--- config.mk ---
export PLATFORM = sky130hd
export DESIGN_NAME = apb_mux_wd_flat
export DESIGN_NICKNAME = d
export VERILOG_FILES = /design/src/rtl/apb_mux_wd_pkg.sv /design/src/rtl/apb_mux_wd_if.sv /design/src/rtl/apb_mux_wd_decode.sv /design/src/rtl/apb_mux_wd.sv /design/src/flat_wrapper.sv
export SDC_FILE = /design/constraint.sdc
export NUM_CORES = 1
export LEC_CHECK = 0
export ABC_AREA = 1
export BUFFER_PORTS_ARGS = -buffer_cell sky130_fd_sc_hd__buf_2
export CAP_MARGIN = 10
export CORE_AREA = 2 2 101 103
export DETAILED_ROUTE_END_ITERATION = 16
export DIE_AREA = 0 0 103 105
export PLACE_DENSITY = 0.77
export SKIP_LAST_GASP = 1
export SLEW_MARGIN = 40
export SYNTH_ARGS = -nofsm -noshare
export SYNTH_HDL_FRONTEND = slang
export SYNTH_SLANG_ARGS = --single-unit
--- constraint.sdc ---
create_clock -name PCLK -period 4.1 [get_ports PCLK]
set_input_delay 0.205 -clock PCLK [delete_from_list [all_inputs] [get_ports PCLK]]
set_output_delay 0.205 -clock PCLK [all_outputs]
set_load 0.02 [all_outputs]
--- src/rtl/apb_mux_wd_pkg.sv ---
// Shared types and sizing helpers for the APB slave multiplexer with
// decode-error and timeout tracking.
package apb_mux_pkg;

   typedef enum logic [1:0] {ST_IDLE, ST_ACCESS, ST_DECERR} state_t;

   function automatic int clog2_min1(input int n);
      return (n > 1) ? $clog2(n) : 1;
   endfunction

   // Timer must hold values up to TIMEOUT; a disabled timeout still gets 1 bit
   function automatic int tmr_width(input int tmo);
      return clog2_min1(tmo + 1);
   endfunction

endpackage

--- src/rtl/apb_mux_wd_if.sv ---
// Master-side APB bus between the bridge and the slave multiplexer.
interface apb_mux_wd_if #(
   parameter int PADDR_SIZE = 8,
   parameter int PDATA_SIZE = 8
);
   logic                  MST_PSEL;
   logic                  MST_PENABLE;
   logic [PADDR_SIZE-1:0] MST_PADDR;
   logic [PDATA_SIZE-1:0] MST_PRDATA;
   logic                  MST_PREADY;
   logic                  MST_PSLVERR;

   modport master (output MST_PSEL, MST_PENABLE, MST_PADDR,
                   input  MST_PRDATA, MST_PREADY, MST_PSLVERR);
   modport slave  (input  MST_PSEL, MST_PENABLE, MST_PADDR,
                   output MST_PRDATA, MST_PREADY, MST_PSLVERR);
endinterface

--- src/rtl/apb_mux_wd_decode.sv ---
// Fixed-priority address decoder: lowest-index matching slave wins.
module apb_mux_decode
   import apb_mux_pkg::*;
#(
   parameter int PADDR_SIZE = 8,
   parameter int SLAVES     = 8,
   parameter int IW         = clog2_min1(SLAVES)
) (
   input  logic [PADDR_SIZE-1:0]             paddr,
   input  logic [SLAVES-1:0][PADDR_SIZE-1:0] slv_addr,
   input  logic [SLAVES-1:0][PADDR_SIZE-1:0] slv_mask,
   output logic [SLAVES-1:0]                 winner,
   output logic                              hit,
   output logic [IW-1:0]                     idx
);

   // Scan high to low so the last match written is the lowest index
   always_comb begin
      winner = '0;
      hit    = 1'b0;
      idx    = '0;
      for (int s = SLAVES - 1; s >= 0; s--) begin
         if ((paddr & slv_mask[s]) == (slv_addr[s] & slv_mask[s])) begin
            winner    = '0;
            winner[s] = 1'b1;
            hit       = 1'b1;
            idx       = IW'(s);
         end
      end
   end

endmodule

--- src/rtl/apb_mux_wd.sv ---
// APB slave multiplexer: latched slave select, decode-error and timeout
// termination, saturating error counters and a registered error pulse.
module apb_mux_wd
   import apb_mux_pkg::*;
#(
   parameter int PADDR_SIZE = 8,
   parameter int PDATA_SIZE = 8,
   parameter int SLAVES     = 8,
   parameter int TIMEOUT    = 16,
   parameter int CNT_SIZE   = 8
) (
   input  logic                              PCLK,
   input  logic                              PRESET,
   apb_mux_wd_if.slave                       mst,
   input  logic [SLAVES-1:0][PADDR_SIZE-1:0] slv_addr,
   input  logic [SLAVES-1:0][PADDR_SIZE-1:0] slv_mask,
   output logic [SLAVES-1:0]                 SLV_PSEL,
   input  logic [SLAVES-1:0][PDATA_SIZE-1:0] SLV_PRDATA,
   input  logic [SLAVES-1:0]                 SLV_PREADY,
   input  logic [SLAVES-1:0]                 SLV_PSLVERR,
   input  logic                              err_clr,
   output logic [CNT_SIZE-1:0]               decerr_cnt,
   output logic [CNT_SIZE-1:0]               tmoerr_cnt,
   output logic                              err_irq
);

   localparam int IW = clog2_min1(SLAVES);
   localparam int TW = tmr_width(TIMEOUT);
   localparam logic [TW-1:0] TMO_LAST = (TIMEOUT > 0) ? TW'(TIMEOUT - 1) : TW'(0);

   state_t                state_q, state_d;
   logic [IW-1:0]         sel_idx_q, sel_idx_d;
   logic [TW-1:0]         timer_q, timer_d;
   logic [CNT_SIZE-1:0]   decerr_q, decerr_d, tmoerr_q, tmoerr_d;
   logic                  err_irq_q, err_irq_d;
   logic                  dec_inc, tmo_inc;
   logic [SLAVES-1:0]     winner, psel;
   logic                  hit, pready, pslverr;
   logic [IW-1:0]         win_idx;
   logic [PDATA_SIZE-1:0] prdata;

   apb_mux_decode #(.PADDR_SIZE(PADDR_SIZE), .SLAVES(SLAVES), .IW(IW)) u_decode (
      .paddr    (mst.MST_PADDR),
      .slv_addr (slv_addr),
      .slv_mask (slv_mask),
      .winner   (winner),
      .hit      (hit),
      .idx      (win_idx)
   );

   always_comb begin
      state_d   = state_q;
      sel_idx_d = sel_idx_q;
      timer_d   = timer_q;
      dec_inc   = 1'b0;
      tmo_inc   = 1'b0;
      psel      = '0;
      pready    = 1'b0;
      pslverr   = 1'b0;
      prdata    = '0;
      case (state_q)
         ST_IDLE: begin
            timer_d = '0;
            if (mst.MST_PSEL) begin
               psel      = winner;
               sel_idx_d = win_idx;
               // Enable without a setup phase is terminated like an unmapped access
               if (mst.MST_PENABLE) begin
                  pready  = 1'b1;
                  pslverr = 1'b1;
                  dec_inc = 1'b1;
               end else begin
                  state_d = hit ? ST_ACCESS : ST_DECERR;
               end
            end
         end
         ST_ACCESS: begin
            if (!mst.MST_PSEL) begin
               state_d = ST_IDLE;
               timer_d = '0;
            end else begin
               psel[sel_idx_q] = 1'b1;
               if (mst.MST_PENABLE) begin
                  if (SLV_PREADY[sel_idx_q]) begin
                     pready  = 1'b1;
                     pslverr = SLV_PSLVERR[sel_idx_q];
                     prdata  = SLV_PRDATA[sel_idx_q];
                     state_d = ST_IDLE;
                     timer_d = '0;
                  end else if (TIMEOUT > 0 && timer_q == TMO_LAST) begin
                     pready  = 1'b1;
                     pslverr = 1'b1;
                     tmo_inc = 1'b1;
                     state_d = ST_IDLE;
                     timer_d = '0;
                  end else begin
                     pslverr = SLV_PSLVERR[sel_idx_q];
                     prdata  = SLV_PRDATA[sel_idx_q];
                     if (TIMEOUT > 0) timer_d = timer_q + 1'b1;
                  end
               end
            end
         end
         ST_DECERR: begin
            if (!mst.MST_PSEL) begin
               state_d = ST_IDLE;
            end else if (mst.MST_PENABLE) begin
               pready  = 1'b1;
               pslverr = 1'b1;
               dec_inc = 1'b1;
               state_d = ST_IDLE;
            end
         end
         default: state_d = ST_IDLE;
      endcase

      decerr_d  = err_clr ? '0 : (dec_inc && decerr_q != '1) ? decerr_q + 1'b1 : decerr_q;
      tmoerr_d  = err_clr ? '0 : (tmo_inc && tmoerr_q != '1) ? tmoerr_q + 1'b1 : tmoerr_q;
      err_irq_d = dec_inc | tmo_inc;
   end

   always_ff @(posedge PCLK or posedge PRESET) begin
      if (PRESET) begin
         state_q   <= ST_IDLE;
         sel_idx_q <= '0;
         timer_q   <= '0;
         decerr_q  <= '0;
         tmoerr_q  <= '0;
         err_irq_q <= 1'b0;
      end else begin
         state_q   <= state_d;
         sel_idx_q <= sel_idx_d;
         timer_q   <= timer_d;
         decerr_q  <= decerr_d;
         tmoerr_q  <= tmoerr_d;
         err_irq_q <= err_irq_d;
      end
   end

   // Combinational paths are gated so reset silences the bus immediately
   assign SLV_PSEL        = psel & {SLAVES{~PRESET}};
   assign mst.MST_PREADY  = pready & ~PRESET;
   assign mst.MST_PSLVERR = pslverr & ~PRESET;
   assign mst.MST_PRDATA  = prdata & {PDATA_SIZE{~PRESET}};
   assign decerr_cnt      = decerr_q;
   assign tmoerr_cnt      = tmoerr_q;
   assign err_irq         = err_irq_q;

endmodule
--- src/flat_wrapper.sv ---
// flat-port wrapper written by rule: the top's interface ports become plain ports
module apb_mux_wd_flat import apb_mux_pkg::*;
#(
   parameter int PADDR_SIZE = 8,
   parameter int PDATA_SIZE = 8,
   parameter int SLAVES     = 8,
   parameter int TIMEOUT    = 16,
   parameter int CNT_SIZE   = 8
)
  (PCLK, PRESET, slv_addr, slv_mask, SLV_PSEL, SLV_PRDATA, SLV_PREADY, SLV_PSLVERR, err_clr, decerr_cnt, tmoerr_cnt, err_irq, mst_MST_PSEL, mst_MST_PENABLE, mst_MST_PADDR, mst_MST_PRDATA, mst_MST_PREADY, mst_MST_PSLVERR);
  apb_mux_wd_if #(.PADDR_SIZE(PADDR_SIZE), .PDATA_SIZE(PDATA_SIZE)) mst_i ();
  input  logic PCLK;
  input  logic PRESET;
  input  logic [SLAVES-1:0][PADDR_SIZE-1:0] slv_addr;
  input  logic [SLAVES-1:0][PADDR_SIZE-1:0] slv_mask;
  output logic [SLAVES-1:0] SLV_PSEL;
  input  logic [SLAVES-1:0][PDATA_SIZE-1:0] SLV_PRDATA;
  input  logic [SLAVES-1:0] SLV_PREADY;
  input  logic [SLAVES-1:0] SLV_PSLVERR;
  input  logic err_clr;
  output logic [CNT_SIZE-1:0] decerr_cnt;
  output logic [CNT_SIZE-1:0] tmoerr_cnt;
  output logic err_irq;
  input wire logic [$bits(mst_i.MST_PSEL)-1:0] mst_MST_PSEL;
  input wire logic [$bits(mst_i.MST_PENABLE)-1:0] mst_MST_PENABLE;
  input wire logic [$bits(mst_i.MST_PADDR)-1:0] mst_MST_PADDR;
  output wire logic [$bits(mst_i.MST_PRDATA)-1:0] mst_MST_PRDATA;
  output wire logic [$bits(mst_i.MST_PREADY)-1:0] mst_MST_PREADY;
  output wire logic [$bits(mst_i.MST_PSLVERR)-1:0] mst_MST_PSLVERR;
  assign mst_i.MST_PSEL = mst_MST_PSEL;
  assign mst_i.MST_PENABLE = mst_MST_PENABLE;
  assign mst_i.MST_PADDR = mst_MST_PADDR;
  assign mst_MST_PRDATA = mst_i.MST_PRDATA;
  assign mst_MST_PREADY = mst_i.MST_PREADY;
  assign mst_MST_PSLVERR = mst_i.MST_PSLVERR;
  apb_mux_wd #(.PADDR_SIZE(PADDR_SIZE), .PDATA_SIZE(PDATA_SIZE), .SLAVES(SLAVES), .TIMEOUT(TIMEOUT), .CNT_SIZE(CNT_SIZE)) u_core (.PCLK(PCLK), .PRESET(PRESET), .mst(mst_i), .slv_addr(slv_addr), .slv_mask(slv_mask), .SLV_PSEL(SLV_PSEL), .SLV_PRDATA(SLV_PRDATA), .SLV_PREADY(SLV_PREADY), .SLV_PSLVERR(SLV_PSLVERR), .err_clr(err_clr), .decerr_cnt(decerr_cnt), .tmoerr_cnt(tmoerr_cnt), .err_irq(err_irq));
endmodule
==> flow_metrics.env, run 1 <==
export IMPL_status="finished, final reports clean"
export IMPL_wl_mm=14.0
export IMPL_post_route_drc_count=0
export IMPL_nets=1209
export IMPL_n_antenna_cell=0
export IMPL_finalPower_mw=1.29
export IMPL_achievable_frequency_mhz=359
export IMPL_yosys_area_share_simple_pct=57.9
export IMPL_ys_warnings_count=0
export IMPL_numCtsBuffers=3
export IMPL_synthMuxAreaShare_pct=0
export IMPL_grt_pass1_wl_mm=22.1
export IMPL_start_util_pct=40.8
export IMPL_layout_drive_gt1_share_pct=28.8
export IMPL_reg2reg_from="u_core.sel_idx_q[2]$_DFFE_PP0P_"
export IMPL_synth_compound_area_share_pct=8.84
export IMPL_worst_r2r_endpoint="u_core.tmoerr_cnt[2]$_DFFE_PP0P_"
export IMPL_layout_common_cells="nand2_1, buf_2, nand3_1"
export IMPL_hpwl_mm=11.8
export IMPL_cp_common_cell="nand3_2"
export IMPL_row_count=36
export IMPL_drtPass1Iterations=6
export IMPL_power_share_switching_pct=49.5
export IMPL_gp_congestion=0.862
export IMPL_ys_ff_latch=27
export IMPL_clockBufferDepth=2
export IMPL_grt_pass1_vias=4932
export IMPL_worstSetupStartpointType="flip-flop"
export IMPL_antenna_found_initial=0
export IMPL_clk_pin_slew_ps=100
export IMPL_die_area_mm2=0.0108
export IMPL_synth_adder_area_share_pct=0.954
export IMPL_die_h_um=105
export IMPL_hold_buffers=0
export IMPL_overflow=0
export IMPL_worstPathCellList="inv_1 > nor2_2 > nand3_2 > nand2_2 > nor2_4 > nand3_4 > nand3_2 > a31oi_1 > buf_2"
export IMPL_drt_iter0_drc=187
export IMPL_hold_violations=0
export IMPL_pwr_share_comb_pct=60.0
export IMPL_slowest_delay_ps=590
export IMPL_rrSetupSlack_ps=1890
export IMPL_htree_levels=1
export IMPL_r2r_cells=11
export IMPL_netlist_instances=751
export IMPL_synth_top_family_by_area="simple AND/OR/NAND/NOR gates"
export IMPL_slowest_stage="dfrtp_1"
export IMPL_drv_slew=0
export IMPL_switchingPower_mw=0.636
export IMPL_vdd_ir_drop_max_mv=0.207
export IMPL_core_area_mm2=0.00964
export IMPL_hold_path_class="in2async"
export IMPL_chipWidth_um=103
export IMPL_top_level_ports=256
export IMPL_final_antenna_net_count=0
export IMPL_seq_power_share_pct=28.1
export IMPL_tns_ps=0
export IMPL_track_usage_pct=24.7
export IMPL_worstMarginPinSlew_ps=664
export IMPL_layout_commonest_cell="nand2_1"
export IMPL_cts_tree="done"
export IMPL_clkPwrFrac_pct=11.9
export IMPL_wl_per_cell_um=12.5
export IMPL_post_route_period_util_pct=68.0
export IMPL_num_fill_cells=1095
export IMPL_ys_types=39
export IMPL_synthXorXnorAreaFrac_pct=1.78
export IMPL_worstPathArrival_ps=2580
export IMPL_critical_path_class="reg2out"
export IMPL_p_leak_nw=3.24
export IMPL_post_cts_setup_buffer_count=0
export IMPL_area_growth_pct=34.6
export IMPL_ys_seq_area_share_pct=17.2
export IMPL_cts_resized_gates=0
export IMPL_vias=5504
export IMPL_end_kind="output pin"
export IMPL_cts_root_buf="clkbuf_8"
export IMPL_relSlewSlack_pct=55.5
export IMPL_power_density_mw_per_mm2=243
export IMPL_rsz0062_at_grt="false"
export IMPL_multi_input_area_mm2=0.00274
export IMPL_crit_path_max_fanout=12
export IMPL_synth_fp_nets=975
export IMPL_grt_max_degree=39
export IMPL_cts_sinks=27
export IMPL_via_per_inst=4.93
export IMPL_intPower_mw=0.649
export IMPL_setup_viol=0
export IMPL_clock_skew_ps=3.26
export IMPL_syn_cell_area_mm2=0.00394
export IMPL_io_buffers=255
export IMPL_required_ps=3890
export IMPL_ff_latch_area_um2=676
export IMPL_cap_violations=0
export IMPL_clk_latency_ps=270
export IMPL_avgSynthCellArea_um2=5.24
export IMPL_fin_crit_ps=2790
==> cell type report <==
| cell class | count | area share, % |
|---|---|---|
| clock inverter | 1 | 0.142 |
| sequential | 27 | 12.8 |
| timing repair buffer | 258 | 24.5 |
| tap | 133 | 3.14 |
| multi-input combinational | 596 | 51.7 |
| clock buffer | 3 | 0.779 |
| inverter | 99 | 7.01 |
==> state kept, by name, summed over array words and instances (netlist names) <==
| signal | count |
|---|---|
| u_core.decerr_cnt | 8 |
| u_core.err_irq | 1 |
| u_core.sel_idx_q | 3 |
| u_core.state_q | 2 |
| u_core.timer_q | 5 |
| u_core.tmoerr_cnt | 8 |
==> stage by stage <==
step	hold WS, ps	util (%)	setup slack [ps]	std cells	cell area [um^2]
after floorplan	274	-	2300	751	3940
after global placement	456	54.5	1750	1113	5250
after detailed placement	452	54.5	1640	1113	5250
after CTS	156	55.0	1340	1117	5300
after global routing	181	55.0	1120	1117	5300
final	152	55.0	1310	1117	5300
==> synthesized netlist by cell type <==
master    count  share of area (%)
buf_1         1              0.095
a21boi_0      1               0.19
a22oi_1       2               0.38
nand3_1     120                 15
nor2_2        3               0.48
or2_2         2               0.32
nor3_1        6               0.76
nand4_1      22                3.5
nand2_1     282                 27
xor2_1        7                1.6
o22ai_1       3               0.48
a31oi_1       5               0.79
nand2_4       2               0.57
nor3b_1       2               0.38
buf_4         3               0.57
a21oi_2       1               0.22
ha_1          3               0.95
o211ai_1      7                1.3
a21oi_1      18                2.3
dfrtp_1      27                 17
nor2_4        1               0.29
clkbuf_1      9               0.86
o21ai_0      22                2.8
nand3_4       1               0.45
nand2_2       1               0.16
and3_1        2               0.32
inv_2         6               0.57
nand3_2       2               0.51
buf_2        14                1.8
nor3_2        1               0.25
o221ai_1      1               0.22
clkinv_1      1              0.095
or2_1         1               0.16
nor2_8        1               0.51
xnor2_1       1               0.22
buf_6         2               0.57
nor2_1       75                7.2
inv_1        92                8.8
o21ai_1       1               0.13
==> power by group through the flow <==
stage	clock, mW	sequential (mW)	combinational, mW
global route	0.166	0.369	0.876
global placement	0	0.361	0.760
CTS	0.156	0.359	0.770
finish	0.153	0.361	0.772
floorplan	0	0.320	0.589
detailed placement	0	0.365	0.767
==> logic make-up (layout without fill, tap and decap cells) <==
logic type | Yosys count | in the layout
AO/OA/AOI/OAI | 61 | 61
XOR/XNOR | 8 | 8
adder cells (fa/ha/maj) | 3 | 3
AND/OR/NAND/NOR | 524 | 524
buffers and inverters | 128 | 361
flip-flops | 27 | 27
==> metal layers <==
| layer | part of all wire, % | track usage (%) | wire [um] | vias up |
|---|---|---|---|---|
| li1 | - | - | - | 2871 |
| met1 | 41 | 30.1 | 5690 | 2379 |
| met2 | 50 | 45.7 | 6970 | 234 |
| met3 | 7.9 | 3.55 | 1110 | 20 |
| met4 | 1.7 | 4.23 | 233 | 0 |
| met5 | 0 | 0 | 0 | - |
==> worst max-delay path: cells and delay by family, from the launching register on <==
family / cells / cell delay (ps)
buf+inv: 2 / 480
simple gates: 6 / 1040
flops: 1 / 590
compound gates: 1 / 200
==> worst max-delay path by stage <==
stage	start	to	slack [ps]
final	u_core.sel_idx_q[2]$_DFFE_PP0P_	mst_MST_PRDATA[5]	1310
after detailed placement	u_core.sel_idx_q[2]$_DFFE_PP0P_	mst_MST_PRDATA[5]	1640
after global routing	u_core.sel_idx_q[2]$_DFFE_PP0P_	mst_MST_PRDATA[5]	1120
after CTS	u_core.sel_idx_q[2]$_DFFE_PP0P_	mst_MST_PRDATA[5]	1340
after global placement	u_core.sel_idx_q[0]$_DFFE_PP0P_	mst_MST_PRDATA[2]	1750
after floorplan	u_core.sel_idx_q[0]$_DFFE_PP0P_	mst_MST_PRDATA[2]	2300
Note: power is estimated with default switching activity, not from simulation.
==> run 2: changes to the inputs <==
CORE_AREA = unset   (was 2 2 101 103)
CORE_MARGIN = 2   (was unset)
CORE_UTILIZATION = 40   (was unset)
DIE_AREA = unset   (was 0 0 103 105)
PLACE_DENSITY = 0.8   (was 0.77)
clock period = 2.49 ns   (was 4.1 ns; I/O delays follow)
==> run 2 against run 1 <==
  * Sequential cell count stayed put
  * Largest cell class unchanged
  * Via count is 1.5% higher
  * Design area is 1.7% higher
  * Cell count is 1.2% higher
  * Critical path depth is 1 higher
  * Highest routed layer unchanged
  * Worst hold slack worse by 92 ps
  * Combinational power is 84% higher
  * Register-to-register slack worse by 1200 ps
  * Setup slack worse by 1200 ps
  * Die area is 1.5% lower
  * Sequential power is 49% higher
==> flow_metrics.env, run 2 (synthesized netlist as in run 1, its figures left out) <==
export IMPL_hold_path_class="in2async"
export IMPL_power_density_mw_per_mm2=412
export IMPL_grt_pass1_vias=5008
export IMPL_worst_r2r_endpoint="u_core.tmoerr_cnt[4]$_DFFE_PP0P_"
export IMPL_die_h_um=103
export IMPL_top_level_ports=256
export IMPL_clk_latency_ps=280
export IMPL_rsz0062_at_grt="false"
export IMPL_crit_path_max_fanout=12
export IMPL_area_growth_pct=36.9
export IMPL_clock_skew_ps=5.38
export IMPL_start_util_pct=40.6
export IMPL_tns_ps=0
export IMPL_num_fill_cells=1045
export IMPL_vdd_ir_drop_max_mv=0.209
export IMPL_grt_pass1_wl_mm=22.2
export IMPL_reg2reg_from="u_core.sel_idx_q[2]$_DFFE_PP0P_"
export IMPL_clockBufferDepth=2
export IMPL_wl_per_cell_um=12.7
export IMPL_cap_violations=0
export IMPL_required_ps=2370
export IMPL_achievable_frequency_mhz=429
export IMPL_track_usage_pct=26.0
export IMPL_drtPass1Iterations=5
export IMPL_final_antenna_net_count=0
export IMPL_chipWidth_um=103
export IMPL_htree_levels=1
export IMPL_die_area_mm2=0.0107
export IMPL_cts_sinks=27
export IMPL_placed_cell_area_mm2=0.00531
export IMPL_layout_commonest_cell="nand2_1"
export IMPL_drv_slew=0
export IMPL_row_count=36
export IMPL_wl_mm=14.4
export IMPL_worstMarginPinSlew_ps=530
export IMPL_rrSetupSlack_ps=660
export IMPL_post_route_drc_count=0
export IMPL_relSlewSlack_pct=64.5
export IMPL_fin_crit_ps=2330
export IMPL_critical_path_class="reg2out"
export IMPL_layout_common_cells="nand2_1, buf_2, nand3_1"
export IMPL_r2r_cells=12
export IMPL_via_per_inst=4.94
export IMPL_worstPathArrival_ps=2210
export IMPL_slowest_delay_ps=510
export IMPL_worstPathCellList="nor2_1 > nand2_1 > inv_1 > nand2_1 > nand2_2 > nor2_4 > nand3_4 > nand3_2 > a31oi_1 > buf_2"
export IMPL_overflow=0
export IMPL_status="finished, final reports clean"
export IMPL_clk_pin_slew_ps=100
export IMPL_io_buffers=255
export IMPL_nets=1220
export IMPL_hold_violations=0
export IMPL_cts_tree="done"
export IMPL_worstSetupStartpointType="flip-flop"
export IMPL_final_area_mm2=0.00539
export IMPL_p_leak_nw=3.30
export IMPL_hpwl_mm=12.1
export IMPL_numCtsBuffers=3
export IMPL_cp_common_cell="nand2_1"
export IMPL_end_kind="output pin"
export IMPL_post_route_period_util_pct=93.7
export IMPL_grt_max_degree=28
export IMPL_layout_drive_gt1_share_pct=29.7
export IMPL_drt_iter0_drc=184
export IMPL_vias=5585
export IMPL_gp_congestion=0.899
export IMPL_setup_viol=0
export IMPL_antenna_found_initial=2
export IMPL_slowest_stage="dfrtp_2"
export IMPL_final_util_pct=55.7
export IMPL_cts_root_buf="clkbuf_8"
export IMPL_core_area_mm2=0.00968
[run 2: changes by cell type in the layout (fill, tap and decap cells not counted)]
cell	delta
inv_1	-1
clkinvlp_4	+1
dfrtp_1	-1
dfrtp_2	+1
buf_4	+11
diode_2	+2
[run 2: area by class of cell]
cell class / instances / area [um^2] / share of cell area, %
Inverter: 99 / 375 / 6.96
Clock inverter: 1 / 7.51 / 0.139
Sequential cell: 27 / 677 / 12.6
Timing Repair Buffer: 269 / 1380 / 25.6
Clock buffer: 3 / 41.3 / 0.766
Tap cell: 133 / 166 / 3.09
Antenna cell: 2 / 5.00 / 0.0929
Multi-Input combinational cell: 596 / 2740 / 50.8
[run 2: metrics by stage]
step,hold slack [ps],cells,worst slack (ps),power (mW)
after floorplan,193,751,769,1.50
after global placement,377,1121,447,1.91
after detailed placement,380,1121,365,1.93
after CTS,68.6,1125,51.0,2.19
after global routing,95.2,1130,0.264,2.44
final,60.4,1130,156,2.22
[run 2: metal layers]
metal	vias up	share of wire (%)	track usage [%]
li1	2887	-	-
met1	2423	39	29.1
met2	241	49	48.7
met3	34	8.6	4.84
met4	0	3.2	9.82
met5	-	0	0
[run 2: how the worst max path moves through the flow]
stage | from | cells past startpoint | end
6_report | u_core.sel_idx_q[2]$_DFFE_PP0P_ | 10 | mst_MST_PRDATA[6]
3_3_place_gp | u_core.sel_idx_q[2]$_DFFE_PP0P_ | 10 | mst_MST_PRDATA[4]
4_1_cts | u_core.sel_idx_q[2]$_DFFE_PP0P_ | 10 | mst_MST_PRDATA[7]
2_1_floorplan | u_core.sel_idx_q[0]$_DFFE_PP0P_ | 8 | mst_MST_PRDATA[2]
5_1_grt | u_core.sel_idx_q[2]$_DFFE_PP0P_ | 10 | mst_MST_PRDATA[6]
3_5_place_dp | u_core.sel_idx_q[2]$_DFFE_PP0P_ | 10 | mst_MST_PRDATA[7]
[run 2: repair_timing]
item / CTS / global route
setup buffers: 0 / 3
hold endpoints to repair: 0 / 0
resized for setup: 0 / 2
endpoints found under the setup margin: 0 / 9
hold buffers: 0 / 0
[run 2: worst max-delay path, delay by kind of cell, from the launching register on]
| family | cells | cell delay, ps |
|---|---|---|
| AOI/OAI and AO/OA | 1 | 210 |
| and+or+nand+nor | 7 | 920 |
| DFF | 1 | 510 |
| buffers and inverters | 2 | 280 |
[run 2: power breakdown]
group          switching (mW)  leakage [nW]  internal, mW  total [mW]
clock                   0.144        0.0217         0.114       0.258
sequential             0.0591         0.369         0.480       0.539
combinational           0.870          2.90         0.551        1.42
total                    1.07          3.30          1.15        2.22
